### src/rtl/eight_bit_adder_pkg.sv
// Shared ALU definitions: datapath width and the registered result bundle
// used by the adder and other ALU units.
package eight_bit_adder_pkg;

    localparam int unsigned ALU_WIDTH = 8;

    typedef struct packed {
        logic [ALU_WIDTH-1:0] sum;
        logic                 c_out;
        logic                 overflow;
    } alu_result_t;

endpackage

### src/rtl/eight_bit_adder_full_adder.sv
// Single-bit full adder, one stage of the ripple-carry chain.
module full_adder (
    input  logic a,
    input  logic b,
    input  logic cin,
    output logic s,
    output logic cout
);

    assign s    = a ^ b ^ cin;
    assign cout = (a & b) | (a & cin) | (b & cin);

endmodule

### src/rtl/eight_bit_adder.sv
// Registered ripple-carry adder with carry-out and signed-overflow flags;
// results appear one clock after the operands are sampled.
module eight_bit_adder
    import eight_bit_adder_pkg::*;
#(
    parameter int unsigned WIDTH = ALU_WIDTH
) (
    input  logic             clk,
    input  logic             rst,
    input  logic [WIDTH-1:0] x,
    input  logic [WIDTH-1:0] y,
    input  logic             c_in,
    output logic [WIDTH-1:0] sum,
    output logic             c_out,
    output logic             overflow
);

    logic [WIDTH:0]   c;
    logic [WIDTH-1:0] s;
    alu_result_t      res_d;
    alu_result_t      res_q;

    assign c[0] = c_in;

    for (genvar i = 0; i < WIDTH; i++) begin : g_stage
        full_adder u_fa (
            .a    (x[i]),
            .b    (y[i]),
            .cin  (c[i]),
            .s    (s[i]),
            .cout (c[i+1])
        );
    end

    // Signed overflow: carry into the sign bit differs from carry out of it.
    always_comb begin
        res_d          = '0;
        res_d.sum      = s;
        res_d.c_out    = c[WIDTH];
        res_d.overflow = c[WIDTH] ^ c[WIDTH-1];
    end

    always_ff @(posedge clk or posedge rst) begin
        if (rst) begin
            res_q <= '0;
        end else begin
            res_q <= res_d;
        end
    end

    assign sum      = res_q.sum;
    assign c_out    = res_q.c_out;
    assign overflow = res_q.overflow;

endmodule

### config.mk
export PLATFORM = sky130hd
export DESIGN_NAME = eight_bit_adder
export DESIGN_NICKNAME = d
export VERILOG_FILES = /design/src/rtl/eight_bit_adder_pkg.sv /design/src/rtl/eight_bit_adder_full_adder.sv /design/src/rtl/eight_bit_adder.sv
export SDC_FILE = /design/constraint.sdc
export NUM_CORES = 1
export LEC_CHECK = 0
export BUFFER_PORTS_ARGS = -buffer_cell sky130_fd_sc_hd__buf_2
export CORE_AREA = 2 2 39 41
export CTS_CLUSTER_DIAMETER = 200
export DETAILED_ROUTE_END_ITERATION = 8
export DIE_AREA = 0 0 41 43
export PLACE_DENSITY = 0.7
export SLEW_MARGIN = 15
export SYNTH_ARGS = -nofsm -noshare
export SYNTH_HDL_FRONTEND = slang
export SYNTH_HIERARCHICAL = 1
export SYNTH_SLANG_ARGS = --single-unit
export TNS_END_PERCENT = 1
### constraint.sdc
create_clock -name clk -period 0.8 [get_ports clk]
set_input_delay 0.24 -clock clk [delete_from_list [all_inputs] [get_ports clk]]
set_output_delay 0.24 -clock clk [all_outputs]
set_load 0.05 [all_outputs]
==> impl_metrics.py <==
metrics = {
    "layout": {
        "area_growth_pct": 70.71,
        "fin_cells": 69,
        "antennaDiodeCount": 0,
        "final_nets": 81,
        "fin_area_sq_um": 721.9,
        "drive_above_1_share_pct": 77.36,
    },
    "sta": {
        "fin_ws_ns": -2.425,
        "max_slew_margin_pct": 86.38,
        "slew_viol_final": 0,
        "finalCriticalPeriod_ns": 3.225,
        "holdWs_ns": 0.2828,
        "finalHoldViolations": 0,
        "worst_pin_slew_ns": 0.2039,
        "rsz0062_at_grt": "yes",
        "setup_viol": 19,
        "max_freq_mhz": 310.1,
        "period_share_pct": 403.1,
    },
    "clock_tree": {
        "clock_sinks": 10,
        "path_clk_slew_ns": 0.06,
        "htreeDepth": 1,
        "cts_tree": "built",
        "cts_max_path_buffers": 2,
        "cts_made_buffers": 3,
        "clockRootBuffer": "clkbuf_4",
    },
    "setup_path": {
        "cp_max_fo": 2,
        "cp-start-kind": "input pin",
        "crit_type": "input pin to register",
        "worstPathArrival_ns": 3.37,
        "required_ns": 0.94,
        "end_kind": "register",
    },
    "placed_design": {
        "gp_congestion": 0.6654,
        "place_area_sq_um": 600.6,
        "pre_cts_slack_ns": -2.796,
        "io_buffer_count": 28,
        "dp.cells": 64,
    },
    "power": {
        "pwr-share-clk_pct": 24.0,
        "intPower_mw": 1.147,
        "p_leak_nw": 0.3314,
        "power.density_nw_per_um2": 2495,
        "power.total_mw": 1.801,
        "ir_drop_mv": 0.8783,
        "swShare_pct": 36.32,
        "p_sw_mw": 0.6542,
        "combPwrFrac_pct": 40.5,
        "seqPwrFrac_pct": 35.6,
    },
    "synth": {
        "yosysWarningCount": 6,
        "synth-seq-cells": 10,
        "netlist_instances": 20,
        "synth_area_sq_um": 422.9,
        "yosys-top-cells-area": "dfrtp_1 59%, fa_1 38%, xor2_1 2.1%, inv_1 0.89%",
        "synth_top_area_share_pct": 59.17,
        "synth_nets": 47,
        "yosys.area.top_type": "dfrtp_1",
        "avgSynthCellArea_sq_um": 21.15,
        "synthDistinctLibCells": 4,
        "ys_seq_area_share_pct": 59.17,
    },
    "global_routing": {
        "grt_antenna_before_repair": 0,
        "first_global_vias": 285,
        "overflow": 0,
        "grt_pass1_wl_um": 1069,
        "grt_max_degree": 11,
        "grt_usage_pct": 10.08,
    },
    "die": {
        "start_util_pct": 30.56,
        "core_area_sq_um": 1384,
        "die-area_sq_um": 1763,
        "io-pin-count": 29,
        "num_rows": 14,
        "die_w_um": 41,
        "die_y_um": 43,
    },
    "route": {
        "ant_nets": 0,
        "routedWlPerCell_um": 10.77,
        "route.detailed.drc": 0,
        "viasPerCell": 3.855,
        "routed_wl_um": 743,
        "first_pass_iters": 1,
        "vias": 266,
        "drtIter0Drc": 0,
    },
    "flow_run": {
        "maxCapViolations": 0,
    },
    "status": {
        "violations": "negative setup slack",
        "status": "finished with violations",
    },
    "hold_path": {
        "hp-class": "input pin to register",
    },
}
final cells by class:
class / count / area [sq um]
Inverter: 1 / 7.507
Sequential cell: 10 / 250.2
Fill cell: 111 / 661.9
Timing Repair Buffer: 29 / 219.0
Tap cell: 16 / 20.02
Clock buffer: 4 / 36.28
Multi-Input combinational cell: 9 / 188.9
metrics by stage:
stage	utilization, %	TNS (ns)
after detailed placement	43.40	-17.23
after global routing	52.17	-16.66
after floorplan	-	-15.60
after global placement	43.40	-16.76
final	52.17	-16.14
after CTS	51.90	-16.34
registers in the layout (all words and copies together), names as in the netlist:
| signal | cells |
|---|---|
| sum | 8 |
| c_out | 1 |
| overflow | 1 |
cell usage after synthesis:
cell      n
inv_1     1
xor2_1    1
fa_1      8
dfrtp_1  10
power by group through the flow:
stage	clock network [mW]	registers, mW	logic, mW
after detailed placement	0	0.626	0.616
after global routing	0.472	0.649	0.784
after global placement	0	0.624	0.605
after CTS	0.445	0.641	0.737
after floorplan	0	0.968	0.0850
final	0.432	0.641	0.729
cell families (layout without fill, tap and decap cells):
family | after synthesis | count (layout) | synth area share (%)
xor+xnor | 1 | 1 | 2.071
buf+inv | 1 | 34 | 0.8867
fa+ha+maj | 8 | 8 | 37.87
flops | 10 | 10 | 59.17
final timing paths:
check | start | end | depth (start not counted)
setup / recovery | x[0] | overflow | 10
hold / removal | x[0] | sum[0] | 2
max in group asynchronous | rst | sum[7] | 3
min in group asynchronous | rst | sum[5] | 3
placed cells by master, fill, tap and decap left out, drive strengths merged:
cell,netlist,layout
dfrtp,10,10
clkinvlp,0,1
dlygate4sd3,0,1
xor2,1,1
clkbuf,0,4
buf,0,28
fa,8,8
what timing repair did:
item / in CTS / in global routing
setup buffers: 0 / 0
cloned: 0 / 0
setup endpoints to repair: 19 / 29
resized for setup: 22 / 1
pin swaps: 2 / 0
hold endpoints to repair: 10 / 0
hold buffers: 1 / 0
routing by layer:
| metal | global-route usage (%) | part of all wire (%) |
|---|---|---|
| met2 | 17.50 | 62 |
| met4 | 10.00 | 0 |
| met5 | 0 | 0 |
| met3 | 1.571 | 5.2 |
| met1 | 8.362 | 32 |
critical path: stages:
cell    delay [ns]
buf_6         0.09
fa_2          0.38
fa_2          0.37
fa_2          0.35
fa_2          0.35
fa_2          0.34
fa_2          0.35
fa_2          0.38
fa_2          0.36
xor2_1        0.15
Note: power is estimated with default switching activity, not from simulation.
